$ cat src/rtl/antares_wb_stage.sv
// rtl/antares_wb_stage.sv - MEM/WB pipeline register and write-back data selection
module antares_wb_stage #(
  parameter bit BIG_ENDIAN = 1'b1
) (
  input  logic        clk,
  input  logic        rst,
  input  logic [4:0]  mem_gpr_wa,
  input  logic        mem_gpr_we,
  input  logic [31:0] mem_alu_result,
  input  logic        mem_mem_to_gpr,
  input  logic        mem_mem_byte,
  input  logic        mem_mem_halfword,
  input  logic        mem_mem_sign_ext,
  input  logic        mem_stall,
  input  logic        wb_stall,
  input  logic        wb_flush,
  input  logic [31:0] dmem_read_data,
  output logic [4:0]  gpr_wa,
  output logic [31:0] gpr_wd,
  output logic        gpr_we
);

  logic [4:0]  wa_q, wa_d;
  logic        we_q, we_d;
  logic [31:0] result_q, result_d;
  logic        mem_to_gpr_q, mem_to_gpr_d;
  logic        byte_q, byte_d;
  logic        half_q, half_d;
  logic        sign_ext_q, sign_ext_d;

  always_comb begin
    wa_d         = wa_q;
    we_d         = we_q;
    result_d     = result_q;
    mem_to_gpr_d = mem_to_gpr_q;
    byte_d       = byte_q;
    half_d       = half_q;
    sign_ext_d   = sign_ext_q;
    if (wb_stall) begin
      // hold everything; a concurrent flush is dropped and re-issued upstream
    end else if (wb_flush || mem_stall) begin
      wa_d         = 5'd0;
      we_d         = 1'b0;
      result_d     = 32'd0;
      mem_to_gpr_d = 1'b0;
      byte_d       = 1'b0;
      half_d       = 1'b0;
      sign_ext_d   = 1'b0;
    end else begin
      wa_d         = mem_gpr_wa;
      we_d         = mem_gpr_we;
      result_d     = mem_alu_result;
      mem_to_gpr_d = mem_mem_to_gpr;
      byte_d       = mem_mem_byte;
      half_d       = mem_mem_halfword;
      sign_ext_d   = mem_mem_sign_ext;
    end
  end

  always_ff @(posedge clk or posedge rst) begin
    if (rst) begin
      wa_q         <= 5'd0;
      we_q         <= 1'b0;
      result_q     <= 32'd0;
      mem_to_gpr_q <= 1'b0;
      byte_q       <= 1'b0;
      half_q       <= 1'b0;
      sign_ext_q   <= 1'b0;
    end else begin
      wa_q         <= wa_d;
      we_q         <= we_d;
      result_q     <= result_d;
      mem_to_gpr_q <= mem_to_gpr_d;
      byte_q       <= byte_d;
      half_q       <= half_d;
      sign_ext_q   <= sign_ext_d;
    end
  end

  logic [1:0]  off;
  logic [1:0]  byte_idx;
  logic        half_upper;
  logic [7:0]  byte_lane;
  logic [15:0] half_lane;
  logic [31:0] load_val;

  assign off = result_q[1:0];
  // byte_idx counts lanes from bit 0 regardless of endianness
  assign byte_idx   = BIG_ENDIAN ? ~off : off;
  assign half_upper = BIG_ENDIAN ? ~off[1] : off[1];

  always_comb begin
    byte_lane = 8'd0;
    case (byte_idx)
      2'd0: byte_lane = dmem_read_data[7:0];
      2'd1: byte_lane = dmem_read_data[15:8];
      2'd2: byte_lane = dmem_read_data[23:16];
      2'd3: byte_lane = dmem_read_data[31:24];
      default: byte_lane = 8'd0;
    endcase
    half_lane = half_upper ? dmem_read_data[31:16] : dmem_read_data[15:0];
    load_val  = dmem_read_data;
    if (byte_q) begin
      load_val = {{24{sign_ext_q & byte_lane[7]}}, byte_lane};
    end else if (half_q) begin
      load_val = {{16{sign_ext_q & half_lane[15]}}, half_lane};
    end
  end

  assign gpr_wa = wa_q;
  assign gpr_wd = mem_to_gpr_q ? load_val : result_q;
  assign gpr_we = we_q & ~wb_stall & (wa_q != 5'd0);

endmodule

$ cat config.mk
export PLATFORM = sky130hd
export DESIGN_NAME = antares_wb_stage
export DESIGN_NICKNAME = d
export VERILOG_FILES = /design/src/rtl/antares_wb_stage.sv
export SDC_FILE = /design/constraint.sdc
export NUM_CORES = 1
export LEC_CHECK = 0
export ABC_AREA = 1
export CORE_UTILIZATION = 40
export DETAILED_ROUTE_END_ITERATION = 8
export GPL_ROUTABILITY_DRIVEN = 0
export GPL_TIMING_DRIVEN = 0
export PLACE_DENSITY = 0.83
export RECOVER_POWER = 100
export SKIP_CTS_REPAIR_TIMING = 1
export SLEW_MARGIN = 20
export SYNTH_ARGS = -nofsm -noshare
export SYNTH_HDL_FRONTEND = slang
export SYNTH_SLANG_ARGS = --single-unit
export TNS_END_PERCENT = 30
$ cat constraint.sdc
create_clock -name clk -period 1.9 [get_ports clk]
set_clock_uncertainty 0.1 [all_clocks]
set_input_delay 0.57 -clock clk [delete_from_list [all_inputs] [get_ports clk]]
set_output_delay 0.57 -clock clk [all_outputs]
set_load 0.05 [all_outputs]
==> summary.md, run 1 <==
| Metric | Value |
|---|---|
| CP peak stage delay | `0.45 ns` |
| DP HPWL | `around 8000 um` |
| Die Wd | `approximately 90 um` |
| Io pins | `around 120` |
| Vias | `3841` |
| Worst-margin pin slew | `between 0.6 and 0.7 ns` |
| Count of cell types in the netlist | `24` |
| Die area | `7860 sq um` |
| Mapped Area | `around 3000 sq um` |
| Slowest-stage cell, CP | `dfrtp_2` |
| WP data arrival | `roughly 1.9 ns` |
| Row count | `31` |
| Largest net degree at the start of global routing | `26` |
| Antenna diode count | `0` |
| Design area | `4880 sq um` |
| H-tree lvl count | `2` |
| Min Clock Period, post-route | `roughly 2.6 ns` |
| Worst min-delay path endpoint | `result_q[30]$_DFFE_PP0N_` |
| Syn nets | `approximately 570` |
| Routed Antenna Nets | `0` |
| Area share of fa/ha/maj cells after synthesis | `0%` |
| Post-synth top area share | `a little over a third` |
| Number of global-route vias before repair | `between 3000 and 4000` |
| Max Root-Sink Buffers | `2` |
| Leak | `between 2 and 3 nW` |
| RSZ-0062 raised after global routing | `yes` |
| WL/cell | `about 15 um` |
| Crit path top cell by count | `nand2_2` |
| Pwr Total | `2.74 mW` |
| DRT Pass-1 Iters | `5` |
| Setup crit start kind | `register` |
| Clk sink count | `42` |
| Mean Syn Cell Area | `6.09 sq um` |
| Grt peak-use layer | `met2` |
| FMAX | `a little under 400 MHz` |
| CP Data Required Time | `around 1.2 ns` |
| Compound-gate portion of the synthesized area | `about a tenth` |
| Vias per inst | `about 5.3` |
| Clock Pin Slew Worst Setup and Hold Paths | `approximately 0.080 ns` |
| Pins Over Slew Limit | `0` |
| Reg2Reg Depth | `4` |
| Failing checks | `setup timing` |
| RR Endpoint | `byte_q$_DFFE_PP0N_` |
| Layout Area Growth over Synthesis | `62.6%` |
| VDD IR max | `~390 uV` |
| GRT met3 Usage | `5.13%` |
| TritonCTS clock tree | `done` |
| GRT met2 Usage | `between 40% and 50%` |
| Cells after DPL | `between 700 and 800` |
| Global route total overflow | `0` |
| I/O Buffers | `about 120` |
| Max-cap violations | `0` |
| Critical path, cell by cell | `buf_4, nor2_4, nand2_1, nand3_2, nand3_4, buf_6, nand2_4, nand2_2, nand2_2, buf_8` |
| Pwr per Cell Area | `around 560 nW/um^2` |
| Post-synth top area cell | `dfrtp_1` |
| Mux cell area share after synthesis | `0%` |
| Hold slack | `0.387 ns` |
| Reg-to-Reg Start | `byte_q$_DFFE_PP0N_` |
| Status | `finished with violations` |
| Crit end category | `primary output` |
| Die span in y | `approximately 89 um` |
| Residual DRC | `0` |
| Routed WL | `roughly 11000 um` |
| 1st-iter DRT viols | `249` |
| Hold Crit Class | `reg2reg` |
| Skew-Pair Late Insertion Delay | `0.29 ns` |
| Yosys reg bits | `between 40 and 50` |
| Sequential element share of the synthesized area | `35.0%` |
| Antenna violations before repair | `0` |
| Beginning of the worst hold path | `result_q[30]$_DFFE_PP0N_` |
| Ranking of synthesized cells by area | `dfrtp_1, nand2_1, nand3_1, o21ai_0, inv_1` |
| Final hold vios | `0` |
| Pre-CTS WS | `-1.50 ns` |
| Final setup viols | `33` |
| Post-synthesis xor/xnor area fraction | `0%` |
| Crit path max fanout | `8` |
| Post-synthesis simple-gate area fraction | `between 40 and 50%` |
| Root buffer cell | `clkbuf_8` |
| First-pass GRT wire length | `about 16000 um` |
| Share of layout cells above drive strength 1 | `between 20% and 30%` |
| Area of placed instances | `roughly 4500 sq um` |
| Nets@finish | `just over 700` |
| Rel. slew slack | `a little under three fifths` |
| Starting Density | `between 40% and 50%` |
| Utilization after layout | `between 60% and 70%` |
| CORE AREA | `roughly 7300 sq um` |
| WHS Path Cells | `2` |
| Setup_tns | `-19.42 ns` |
| Largest family of logic cells by synthesized area | `simple AND/OR/NAND/NOR gates` |
| Tcrit/Tclk final | `135%` |
| TritonCTS Buffers | `5` |
| Gate Count Post-Synth | `between 400 and 500` |
| Worst setup margin | `-0.671 ns` |
| Met1 Usage GRT | `between 30% and 40%` |
| Crit Path Class | `reg2out` |
| Synth Warn # | `0` |
| Total GRT Usage | `a little over a quarter` |
| R2r setup slk | `0.70 ns` |
| Non-filler cells, final | `729` |
-- final cells by class --
cell class	instances	area [sq um]
buffer	32	215
clock buffer	8	80.1
fill	595	2370
inverter	34	146
multi-input combinational	385	1910
sequential	42	1050
tap	99	124
timing repair buffer	129	1350
-- where the power goes --
part	leakage (nW)	total, mW	switching [mW]	internal (mW)
logic	2.02	1.18	0.699	0.484
registers	0.563	0.985	0.0416	0.943
clock network	0.0395	0.568	0.306	0.262
-- layout by cell type, fill, tap and decap left out, drive strengths merged --
cell	Yosys	final
a31oi	1	1
clkbuf	19	33
buf	13	59
clkdlybuf4s50	0	71
o21ai	30	30
dlymetal6s2s	0	4
a21oi	24	24
dlygate4sd3	0	2
nand3b	1	1
clkinvlp	0	2
nor2	20	20
nand2	251	251
nand3	57	57
clkinv	1	2
inv	33	30
nand4	1	1
dfrtp	42	42
-- state kept, by name, summed over array words and instances, names as in the netlist --
signal        flops
gpr_wa            5
half_q            1
we_q              1
byte_q            1
result_q         32
sign_ext_q        1
mem_to_gpr_q      1
-- cells in the mapped netlist --
library cell,instances
clkbuf_1,19
inv_2,4
nor2_1,18
nand2_1,250
nand3_4,1
nor2_2,1
inv_1,29
nand4_1,1
a31oi_1,1
a21oi_1,16
buf_4,3
a21oi_2,8
o21ai_1,7
clkinv_1,1
buf_1,1
nand2_2,1
dfrtp_1,42
o21ai_0,23
nand3b_1,1
nor2_4,1
nand3_1,53
buf_6,3
buf_2,6
nand3_2,3
-- layer usage --
metal / up-vias / wire, um
met5: - / 0
met4: 0 / 415
met3: 40 / 963
met2: 205 / 5520
met1: 1783 / 4260
li1: 1813 / -
-- logic make-up (layout without fill, tap and decap cells) --
family / after synthesis / after routing
flops: 42 / 42
compound gates: 55 / 55
simple gates: 330 / 330
buf+inv: 66 / 203
-- worst max path at each step --
stage                     slack [ns]         end  cells after the start                     from
after global routing           -0.76  gpr_wd[25]                     10  result_q[0]$_DFFE_PP0N_
after detailed placement       -1.50  gpr_wd[30]                     11       dmem_read_data[31]
after floorplan                -0.14  gpr_wd[10]                      6  result_q[1]$_DFFE_PP0N_
final                          -0.67  gpr_wd[25]                     10  result_q[0]$_DFFE_PP0N_
after CTS                      -1.50  gpr_wd[30]                     11       dmem_read_data[31]
after global placement         -1.44  gpr_wd[30]                      9       dmem_read_data[23]
-- critical path, delay by kind of cell (launching register included) --
| family | cells | cell delay, ns |
|---|---|---|
| buf+inv | 3 | 0.51 |
| flops | 1 | 0.45 |
| simple gates | 7 | 0.63 |
Note: power is estimated with default switching activity, not from simulation.
==> run 2: changes to the inputs <==
--- a/config.mk
+++ b/config.mk
@@ -7,6 +7,7 @@
 export LEC_CHECK = 0
 export ABC_AREA = 1
 export CORE_UTILIZATION = 40
+export CTS_CLUSTER_SIZE = 8
 export DETAILED_ROUTE_END_ITERATION = 8
 export GPL_ROUTABILITY_DRIVEN = 0
 export GPL_TIMING_DRIVEN = 0
==> results of run 2 <==
The final DEF is identical to that of run 1; final timing and power are the same.
